File: src/rtl/bin16_to_bcd_seq.sv
// Sequential double-dabble converter: signed/unsigned binary to packed BCD,
// one bit per clock, with a start/busy/done handshake.
module bin16_to_bcd_seq #(
  parameter int WIDTH  = 16,
  parameter int DIGITS = 5,
  parameter bit SIGNED = 1'b1
) (
  input  logic                  clk,
  input  logic                  rst_n,
  input  logic                  start,
  input  logic [WIDTH-1:0]      value,
  output logic                  busy,
  output logic                  done,
  output logic                  sign,
  output logic [4*DIGITS-1:0]   bcd
);

  localparam int BW = 4 * DIGITS;
  localparam int CW = (WIDTH > 1) ? $clog2(WIDTH) : 1;
  localparam logic [CW-1:0] LAST = CW'(WIDTH - 1);
  localparam logic [WIDTH-1:0] ONE = {{(WIDTH-1){1'b0}}, 1'b1};

  typedef enum logic [1:0] {
    IDLE,
    CONV,
    DONE
  } state_e;

  state_e            state_q, state_d;
  logic [WIDTH-1:0]  mag_q, mag_d;
  logic [BW-1:0]     scratch_q, scratch_d;
  logic [CW-1:0]     count_q, count_d;
  logic              neg_q, neg_d;
  logic              sign_q, sign_d;
  logic [BW-1:0]     bcd_q, bcd_d;

  logic [BW-1:0]     adjusted;
  logic [BW-1:0]     shifted;
  logic [3:0]        digit;
  logic              negIn;

  // Add-3 correction on every digit that would overflow past 9 when doubled.
  always_comb begin
    adjusted = '0;
    digit    = '0;
    for (int i = 0; i < DIGITS; i++) begin
      digit = scratch_q[4*i +: 4];
      adjusted[4*i +: 4] = (digit >= 4'd5) ? (digit + 4'd3) : digit;
    end
    shifted = {adjusted[BW-2:0], mag_q[WIDTH-1]};
  end

  assign negIn = SIGNED & value[WIDTH-1];

  always_comb begin
    state_d   = state_q;
    mag_d     = mag_q;
    scratch_d = scratch_q;
    count_d   = count_q;
    neg_d     = neg_q;
    sign_d    = sign_q;
    bcd_d     = bcd_q;
    case (state_q)
      IDLE: begin
        if (start) begin
          neg_d     = negIn;
          mag_d     = negIn ? (~value + ONE) : value;
          scratch_d = '0;
          count_d   = '0;
          state_d   = CONV;
        end
      end
      CONV: begin
        scratch_d = shifted;
        mag_d     = {mag_q[WIDTH-2:0], 1'b0};
        count_d   = count_q + 1'b1;
        // Results are published only on the final shift so outputs never show partial values.
        if (count_q == LAST) begin
          bcd_d   = shifted;
          sign_d  = neg_q;
          state_d = DONE;
        end
      end
      DONE: begin
        state_d = IDLE;
      end
      default: begin
        state_d = IDLE;
      end
    endcase
  end

  always_ff @(posedge clk or negedge rst_n) begin
    if (!rst_n) begin
      state_q   <= IDLE;
      mag_q     <= '0;
      scratch_q <= '0;
      count_q   <= '0;
      neg_q     <= 1'b0;
      sign_q    <= 1'b0;
      bcd_q     <= '0;
    end else begin
      state_q   <= state_d;
      mag_q     <= mag_d;
      scratch_q <= scratch_d;
      count_q   <= count_d;
      neg_q     <= neg_d;
      sign_q    <= sign_d;
      bcd_q     <= bcd_d;
    end
  end

  assign busy = (state_q != IDLE);
  assign done = (state_q == DONE);
  assign sign = sign_q;
  assign bcd  = bcd_q;

endmodule

File: config.mk
export PLATFORM = sky130hd
export DESIGN_NAME = bin16_to_bcd_seq
export DESIGN_NICKNAME = d
export VERILOG_FILES = /design/src/rtl/bin16_to_bcd_seq.sv
export SDC_FILE = /design/constraint.sdc
export NUM_CORES = 1
export LEC_CHECK = 0
export ABC_CLOCK_PERIOD_IN_PS = 4900
export CAP_MARGIN = 20
export CORE_ASPECT_RATIO = 0.9
export CORE_MARGIN = 2
export CORE_UTILIZATION = 59
export DETAILED_ROUTE_END_ITERATION = 10
export PLACE_DENSITY = 0.84
export SLEW_MARGIN = 40
export SYNTH_ARGS = -nofsm -noshare
export SYNTH_HDL_FRONTEND = slang
export SYNTH_SLANG_ARGS = --single-unit
File: constraint.sdc
create_clock -name clk -period 4.9 [get_ports clk]
set_clock_uncertainty 0.05 [all_clocks]
set_input_delay 0.49 -clock clk [delete_from_list [all_inputs] [get_ports clk]]
set_output_delay 0.49 -clock clk [all_outputs]
set_load 0.03 [all_outputs]
# == After elaboration in Yosys (flattened, before gate mapping) ==
# Index checks and enable logic that the tools add are counted.
# classes
order_cmp,5
n_reduce_logical,7
n_mux,15
bitwise,1
n_eq_ne,5
add_sub_neg,7
# op_table
op,count
$pmux 20 s2,1
$mux 16,2
$pmux 16 s2,1
$ge 4x3->1 const B,5
$mux 20,1
$mux 4,5
$add 16x1->16 const B,1
$add 4x2->4 const B,4
$not 16->16,1
$pmux 4 s2,1
$reduce_and 2->1,4
$add 4x1->4 const B,1
$eq 4x4->1 const B,1
$mux 2,2
$ne 2x2->1 const B,2
$pmux 2 s2,1
$reduce_bool 2->1,2
$add 3x2->3 const B,1
$mux 3,1
$eq 2x1->1 const B,1
$eq 2x2->1 const B,1
$logic_not 2->1,1
# word_totals
regBits,64
out_inout_bits,23
input_bits,19
wordCells,47

# == Longest topological paths before layout ==
# logic_depth
depth_word,5
depth_mapped,7
ltp_nobuf,6

# == Least setup slack after synthesis ==
# Ideal clock, no wire load.
# synth_timing
kind,input to register
from,input port value[0]
to,register mag_q[14]
setup_time_ns,0.131
slack_ns,2.942
required_ns,4.719
cell_stages,6
n_path_buf,0
arrival_ns,1.776
cell_sequence,inv_1 ha_1 or3b_2 o41ai_4 xor2_1 o21ai_1
# synth_between
elab_chain_len,5
# synth_rtl
element,line_no,text
from (decl),11,"input logic [WIDTH-1:0] value,"
$not 16->16,67,mag_d = negIn ? (~value + ONE) : value;
$add 16x1->16,67,
$mux 16,67,
$mux 16,65,if (start) begin
$pmux 16 s2,63,case (state_q)
to (signal assigned),104,mag_q <= mag_d;
to (decl),30,"logic [WIDTH-1:0] mag_q, mag_d;"
# No other way between the ends. The select of a mux whose other input is x is not followed.
# A chain may end at the register's enable or synchronous reset.

# == Final worst setup path ==
# layout_timing
from,register state_q[1]
to,output port busy
# layout_between
elab_chain_len,1
# layout_rtl
element,line_no,text
from (decl),29,"state_e state_q, state_d;"
from (signal assigned),103,state_q <= state_d;
$reduce_bool 2->1,113,assign busy = (state_q != IDLE);
to (decl),12,"output logic busy,"
# No other way between the ends.

==> qor.yml <==
status: "finished clean"
grt_pass1_wl_mm: 11.4
synth-edff-count: 0
synth_area_leaders: "dfrtp_1 49%, o21ai_0 7.9%, nand2_1 5.7%, ha_1 4.6%, xor2_1 3.2%"
synthTopCellsByCount: "64 x dfrtp_1, 51 x o21ai_0, 49 x nand2_1"
clk_latency_ns: 0.35
drtIter0Drc: 215
overflow: 0
ant_nets: 0
clock_sinks: 64
period_needed_ns: 2.28
cts_tree: "done"
clockRootBuffer: "clkbuf_8"
fmax_ghz: 0.438
yosysSeqAreaShare_pct: 49.4
area_growth_pct: 20.2
finalNonFillerCells: 444
placed_area_mm2: 0.00369
synth-seq-cells: 64
rows: 25
switching_share_pct: 40.7
vias: 2584
startpoint_type: "flop"
end_kind: "output pin"
cap_violations: 0
worst-setup-path-type: "reg -> out"
tns_ns: 0
layout-drive-gt1-share_pct: 10.9
dpl.hpwl_mm: 4.63
track_usage_pct: 25.1
fin_ws_ns: 2.62
die_height_um: 74.3
slew_violations: 0
seq_power_share_pct: 37.3
wl_met1_mm: 3.25
numCtsBuffers: 9
synth_top_area_share_pct: 49.4
drt-total-wl_mm: 6.94
antenna_cells: 0
hold_viol_final: 0
power_frac_comb_pct: 44.5
wl_met3_um: 356
synth_area_leader_cell: "dfrtp_1"
hold_buffers: 0
numPortBuffers: 41
relSlewSlack_pct: 56.0
die-area_mm2: 0.00610
io_pins: 42
postCtsSetupBuffers: 0
p_int_uw: 1510
cp_max_fo: 10
drt-wirelength-per-cell_um: 15.6
nets: 403
leakage_uw: 0.00170
ir_worst_vdd_uv: 365
grt_start_max_net_pins: 65
hp-class: "in -> async"
met2WireLength_mm: 3.26
drtPass1Iterations: 5
worstPathRequired_ns: 4.36
yosysWarnings: 0
setup_violations: 0
post-place-ws_ns: 2.36
hold_slack_ns: 0.155
drc: 0
clockBufferDepth: 2
gp_congestion: 0.790
start_util_pct: 61.3
rsz0062_at_grt: "no"
dp.cells: 428
power_frac_clock_pct: 18.2
clkTransAtPathRegs_ns: 0.07
fin_area_mm2: 0.00390
async_flop_share_pct: 100
grt_pass1_vias: 2430
synth_nets: 364
cts-resized-gates: 0
synthCells: 333
antenna_found_initial: 0
powerDensity_mw_per_mm2: 655
h-tree-depth: 3
period_share_pct: 46.6
yosysMostFrequentCell: "dfrtp_1"
dr.max_layer_used: "met4"
arrival_ns: 1.74
routed_via_density: 5.82
core_mm2: 0.00529
p_switching_uw: 1040
ys_types: 40
ys.flop_type: "dfrtp_1"
avgSynthCellArea_um2: 9.74
syn_area_mm2: 0.00324
die_w_um: 82.1
tightest_slew_ns: 0.658
==> through the flow <==
step | total power [µW] | utilization, %
finish | 2550 | 73.7
global route | 2740 | 73.7
CTS | 2560 | 73.6
detailed placement | 2090 | 69.8
global placement | 2020 | 69.8
floorplan | 1690 | -
==> cell usage in the layout (no fill, tap or decap), types with 3 or more instances in the layout <==
cell type | netlist | final
o21ai_0 | 51 | 51
or3b_2 | 6 | 6
a22oi_1 | 10 | 10
dfrtp_1 | 64 | 64
clkdlybuf4s50_1 | 0 | 40
o21ai_1 | 10 | 10
o31ai_1 | 5 | 5
clkbuf_8 | 0 | 11
nand3_1 | 4 | 4
xnor2_1 | 6 | 6
nand2_1 | 49 | 48
nor3b_1 | 5 | 5
a31oi_1 | 5 | 5
a21oi_1 | 10 | 10
nor2_1 | 8 | 8
inv_1 | 14 | 14
nand2b_1 | 8 | 7
or2_2 | 3 | 3
nor2b_1 | 3 | 3
ha_1 | 12 | 12
mux2_2 | 7 | 7
xor2_1 | 12 | 12
nor3_1 | 5 | 5
==> per-layer routing <==
layer,vias up,global-route usage (%)
met4,0,7.41
met1,1269,33.3
met2,61,38.5
met5,-,0
met3,10,9.71
li1,1244,-
==> power by group through the flow <==
stage / Clock (µW) / Combinational, µW / Sequential, µW
after global routing: 492 / 1270 / 978
after detailed placement: 0 / 1130 / 954
final: 464 / 1140 / 952
after floorplan: 0 / 631 / 1060
after global placement: 0 / 1080 / 938
after CTS: 469 / 1140 / 947
==> flip-flops by register name (all words and copies together), names as in the netlist <==
signal / cells
count_q: 4
bcd: 20
mag_q: 16
sign: 1
scratch_q: 20
neg_q: 1
state_q: 2
==> worst max-delay path, cell delays in order, from the launching register on <==
cell	delay [ns]
dfrtp_1	0.48
or2_2	0.33
clkdlybuf4s50_1	0.59
==> kinds of logic after synthesis <==
kind of cell	after synthesis	synth area share, %
adder cells (fa/ha/maj)	12	4.63
XOR/XNOR	18	4.86
flip-flops	64	49.4
AND/OR/NAND/NOR	100	15.5
buffers and inverters	30	3.70
AO/OA/AOI/OAI	101	19.1
multiplexers	8	2.74
==> final cells by class <==
type / instances / area, µm²
multi-input cells: 239 / 1530
fillers: 377 / 1390
inverters: 14 / 52.6
flip-flops and latches: 64 / 1600
well taps: 67 / 83.8
repair buffers: 44 / 432
clock buffers: 13 / 159
clock inverters: 3 / 40.0
==> path summary, 6_finish.rpt <==
check | slack [ns] | end | cells after the start | from
setup / recovery | 2.62 | busy | 2 | state_q[1]
hold / removal | 0.16 | mag_q[2] | 2 | rst_n
setup reg to reg | 2.75 | bcd[17] | 5 | count_q[0]
hold reg to reg | 0.42 | sign | 2 | neg_q
max in group asynchronous | 4.24 | bcd[18] | 2 | rst_n
min in group clk | 0.42 | sign | 2 | neg_q
(Power assumes the default switching activity.)
==> RTL edit 1, RTL diff (config.mk and constraints unchanged) <==
Register the inputs `start` and `value` before use, without a reset. The logic sees them one clock later.
--- a/src/rtl/bin16_to_bcd_seq.sv
+++ b/src/rtl/bin16_to_bcd_seq.sv
@@ -26,6 +26,14 @@
     DONE
   } state_e;
 
+  logic start_q;
+  logic [WIDTH-1:0] value_q;
+
+  always_ff @(posedge clk) begin
+    start_q <= start;
+    value_q <= value;
+  end
+
   state_e            state_q, state_d;
   logic [WIDTH-1:0]  mag_q, mag_d;
   logic [BW-1:0]     scratch_q, scratch_d;
@@ -50,7 +58,7 @@
     shifted = {adjusted[BW-2:0], mag_q[WIDTH-1]};
   end
 
-  assign negIn = SIGNED & value[WIDTH-1];
+  assign negIn = SIGNED & value_q[WIDTH-1];
 
   always_comb begin
     state_d   = state_q;
@@ -62,9 +70,9 @@
     bcd_d     = bcd_q;
     case (state_q)
       IDLE: begin
-        if (start) begin
+        if (start_q) begin
           neg_d     = negIn;
-          mag_d     = negIn ? (~value + ONE) : value;
+          mag_d     = negIn ? (~value_q + ONE) : value_q;
           scratch_d = '0;
           count_d   = '0;
           state_d   = CONV;
Function: changed (Yosys sat finds a counterexample within 4 cycles, from zero or initial values and one cycle with rst_n low).
==> RTL edit 1 against the original RTL <==
- total power up 3.9%
- area after synthesis up 12%
- wire length up 0.50%
- die area up 12%
- sequential cell count up 17
- final area up 8.9%
- worst setup slack worse by 0.051 ns
- synthesized cell count up 6.6%
- critical path type unchanged
- utilization down 3.6 points
==> RTL edit 1: results (changes against the original RTL) <==
[power]
cellPowerDensity_nw_per_um2 = 625  ; -4.5%
switching_share_pct = 39.8  ; -0.83 points
vdd_drop_max_uv = 257  ; -30%
p_leak_nw = 1.84  ; +8.2%

[route]
dr.first_iter.drc_count = 101  ; -53%
viasPerCell = 5.73  ; -1.6%
dr.pass1.iters = 4  ; -1
post_drt_wl_per_cell_um = 14.9  ; -4.6%

[logic_synthesis]
muxShareOfSynthArea_pct = 2.13  ; -0.61 points
async_flop_share_pct = 79.0  ; -21 points
synth_cell_types = 46  ; +15%
syn_nets = 386  ; +6.0%
synthTopCellsByArea = dfrtp_1, dfxtp_1, o21ai_0, nand2_1, ha_1
synth_compound_area_share_pct = 17.8  ; -1.3 points
postSynthCellCount = 355  ; +6.6%
synth_adder_area_share_pct = 4.12  ; -0.51 points
ys_seq_area_share_pct = 53.3  ; +3.9 points

[sta]
tightest_slew_ns = 0.657  ; -0.00150 ns

[final_layout]
final_cells = 468  ; +5.4%
fillers = 448  ; +19%
layout.nets = 422  ; +4.7%

[placement]
placed_cells = 452  ; +5.6%
place_hpwl_um = 4930  ; +6.5%
routabilityCongestion = 0.800  ; +1.3%
dpl_cell_area_um2 = 4050  ; +9.7%
pre_cts_slack_ns = 2.75  ; +0.387 ns

[global_route]
met3_usage_pct = 5.89  ; -3.8 points
track_usage_pct = 22.8  ; -2.3 points
grt.met1_usage_pct = 29.9  ; -3.4 points

[run_status]
outcome = complete, no violations

[worst_setup_path]
worstPathMaxFanout = 13  ; +3

RTL edit 1: kinds of logic after synthesis:
kind of cell             count (synthesis)
buffers and inverters                   32
adder cells (fa/ha/maj)                 12
multiplexers                             7
XOR/XNOR                                17
flip-flops                              81
AND/OR/NAND/NOR                        101
AO/OA/AOI/OAI                          105
RTL edit 1: metal layers:
metal  part of all wire, %  vias to the layer above
li1                      -                     1326
met3                   4.1                       10
met2                    49                       64
met5                     0                        -
met1                    45                     1280
met4                   1.2                        0
RTL edit 1: final timing paths:
kind                             from            end  slack (ns)  cells past startpoint
max                        state_q[1]           busy        2.57                      2
min                             rst_n  scratch_q[18]        0.16                      2
max reg2reg                state_q[1]        bcd[17]        2.75                      4
min reg2reg                    bcd[8]         bcd[8]        0.44                      2
max in group asynchronous       rst_n   scratch_q[2]        4.25                      2
min in group clk               bcd[8]         bcd[8]        0.44                      2
RTL edit 1: layout make-up:
type	instances	area, um^2	area share (%)
sequential	81	1940	45.8
multi-input combinational	242	1550	36.4
timing repair buffer	43	424	10.0
clock buffer	11	153	3.60
tap	72	90.1	2.12
inverter	14	52.6	1.24
clock inverter	5	35.0	0.826
RTL edit 1: power by group through the flow:
stage / sequential, mW / combinational, mW / clock (mW)
2_1_floorplan: 1.16 / 0.692 / 0
6_report: 1.08 / 1.12 / 0.461
3_5_place_dp: 1.08 / 1.12 / 0
5_1_grt: 1.10 / 1.25 / 0.495
3_3_place_gp: 1.07 / 1.06 / 0
4_1_cts: 1.07 / 1.12 / 0.467
RTL edit 1: worst reg2reg max path, cell delays in order (launching register included):
cell and delay, ns:
dfrtp_1 0.51, nand2b_1 0.22, or2_2 0.49, inv_1 0.40
mux2_2 0.39
==> RTL edit 2, RTL diff (config.mk and constraints unchanged) <==
Without the edit above. The parameter `WIDTH` goes from 16 to 32.
--- a/src/rtl/bin16_to_bcd_seq.sv
+++ b/src/rtl/bin16_to_bcd_seq.sv
@@ -1,7 +1,7 @@
 // Sequential double-dabble converter: signed/unsigned binary to packed BCD,
 // one bit per clock, with a start/busy/done handshake.
 module bin16_to_bcd_seq #(
-  parameter int WIDTH  = 16,
+  parameter int WIDTH  = 32,
   parameter int DIGITS = 5,
   parameter bit SIGNED = 1'b1
 ) (
Interface: changed (resized value); port bits go from 42 to 58. No check against the original RTL was run, so the function may have changed too.
==> RTL edit 2 against the original RTL <==
- utilization decreased by 2.6 points
- first-iteration DRC count grew 46%
- sequential cell count is 17 higher
- global-route usage rose by 1.1 points
- sequential share of layout area shrank 3.1 points
- critical path type is now in -> reg
- final area up 37%
- hold slack worse by 0.041 ns
- area after synthesis is 40% higher
- wire length grew 46%
- worst setup slack got worse by 0.34 ns
- synthesized cell count increased by 45%
- total power grew 15%
- die area increased by 38%
- sequential power rose by 20%
==> RTL edit 2: results (changes against the original RTL) <==
[cts]
cts_resized = 0  ; unchanged
ctsRootBufferMaster = clkbuf_8
cts_setup_buffers = 0  ; unchanged
clk_pin_slew_ns = 0.08
numCtsBuffers = 9  ; unchanged
clockBufferDepth = 2  ; unchanged
clkLatencyLatePin_ns = 0.35  ; about the same
h-tree-depth = 3  ; unchanged

[route]
dr.first_iter.drc_count = 314  ; +46%
wl_um = 10200  ; +46%
dr.pass1.iters = 4  ; -1
vias = 3798  ; +47%

[worst_setup_path]
cpPeakStageDelay_ns = 0.63  ; +0.04 ns
r2r_cells = 6  ; +1
worstPathMaxFanout = 8  ; -2
critPathSlowestCell = nor4_1
worstReg2RegStart = state_q[0]
r2r_slack_ns = 2.65  ; -0.10 ns
regToRegEndpoint = mag_q[19]
worstPathArrival_ns = 2.85  ; +1.11 ns

[global_route]
grt_pass1_vias = 3629  ; +49%
grt_pass1_wl_um = 17300  ; +52%
grt_max_degree = 82  ; +26%
track_usage_pct = 26.2  ; +1.1 points
antenna_found_initial = 0  ; unchanged

[logic_synthesis]
muxShareOfSynthArea_pct = 6.37  ; +3.6 points
synthTopCellsByArea = dfrtp_1, o21ai_0, mux2i_1, a22o_1, ha_1
synth_compound_area_share_pct = 19.3  ; +0.15 points
async_flop_share_pct = 100  ; unchanged
synth_flop_cell = dfrtp_1
synth_common_cells = dfrtp_1, o21ai_0, nand2_1, a21oi_1
syn_nets = 531  ; +46%
ys.warnings.count = 0  ; unchanged
ys_seq_area_share_pct = 44.7  ; -4.7 points
synth_cell_types = 44  ; +10%
synth_adder_area_share_pct = 3.58  ; -1.0 points
synthXorXnorAreaFrac_pct = 2.70  ; -2.2 points

[placement]
dpl_cell_area_um2 = 5140  ; +39%
routabilityCongestion = 0.843  ; +6.7%
portBuffers = 57  ; +39%
place_hpwl_um = 6880  ; +49%
pre_cts_slack_ns = 1.93  ; -0.429 ns

[power]
p_leak_nw = 2.18  ; +29%
vdd_drop_max_uv = 266  ; -27%

[final_layout]
fillers = 568  ; +51%
top_register = mag_q
antennaDiodeCount = 0  ; unchanged
post_route_cells_drive_above_1_share_pct = 8.82  ; -2.1 points
largest_reg_flops = 32
layout.nets = 576  ; +43%

[min_path]
worstHoldPathType = in -> async

[sta]
holdWs_ns = 0.114  ; -0.0414 ns
slew_headroom_pct = 51.9  ; -4.1 points

[run_status]
outcome = complete, no violations

==> RTL edit 2: cell count changes after synthesis, moves of 10 or more <==
| cell | unedited run | this run |
|---|---|---|
| o21ai_0 | 51 | 76 |
| a21oi_1 | 10 | 30 |
| mux2i_1 | 1 | 21 |
| a22o_1 | 2 | 20 |
| nand3_1 | 4 | 22 |
| dfrtp_1 | 64 | 81 |
| nor2b_1 | 3 | 19 |
| nor2_1 | 8 | 18 |
==> RTL edit 2: metal layers <==
metal	up-vias	track usage, %	part of all wire [%]
li1	1838	-	-
met1	1854	37.8	46
met2	92	41.1	49
met3	14	5.11	4.0
met4	0	6.15	1.0
met5	-	0	0
==> RTL edit 2: critical path, delay by kind of cell <==
| kind | cells | cell delay (ns) |
|---|---|---|
| AND/OR/NAND/NOR | 3 | 1.33 |
| buffers and inverters | 1 | 0.49 |
| AO/OA/AOI/OAI | 2 | 0.53 |
==> RTL edit 2: area by class of cell <==
| cell class | count | share of cell area (%) |
|---|---|---|
| clock inverters | 7 | 1.43 |
| well taps | 96 | 2.25 |
| multi-input cells | 362 | 44.0 |
| flip-flops and latches | 81 | 38.0 |
| inverters | 13 | 0.914 |
| repair buffers | 61 | 11.2 |
| clock buffers | 9 | 2.32 |
==> RTL edit 2: worst max-delay path by stage <==
stage | startpoint | endpoint | cells past startpoint
floorplan | value[24] | mag_q[30] | 5
global route | value[4] | mag_q[27] | 6
finish | value[2] | mag_q[31] | 6
global placement | start | mag_q[20] | 7
detailed placement | value[4] | mag_q[25] | 6
CTS | count_q[0] | bcd[3] | 7
==> RTL edit 2: cells by family after synthesis <==
| logic type | after synthesis |
|---|---|
| buffers and inverters | 40 |
| xor gates and xnor gates | 14 |
| muxes | 28 |
| AOI/OAI and AO/OA | 149 |
| DFF | 81 |
| and+or+nand+nor | 158 |
| adders and majority gates | 13 |
==> RTL edit 2: stage by stage <==
step / cells / utilization, %
3_5_place_dp: 613 / 68.4
2_1_floorplan: 483 / -
6_report: 629 / 71.1
4_1_cts: 629 / 71.1
3_3_place_gp: 613 / 68.4
5_1_grt: 629 / 71.1
==> RTL edit 2: power by group <==
part           total [mW]  internal [mW]  switching (mW)
Combinational        1.31          0.546           0.761
Sequential           1.14          0.948           0.194
Clock               0.495          0.239           0.256
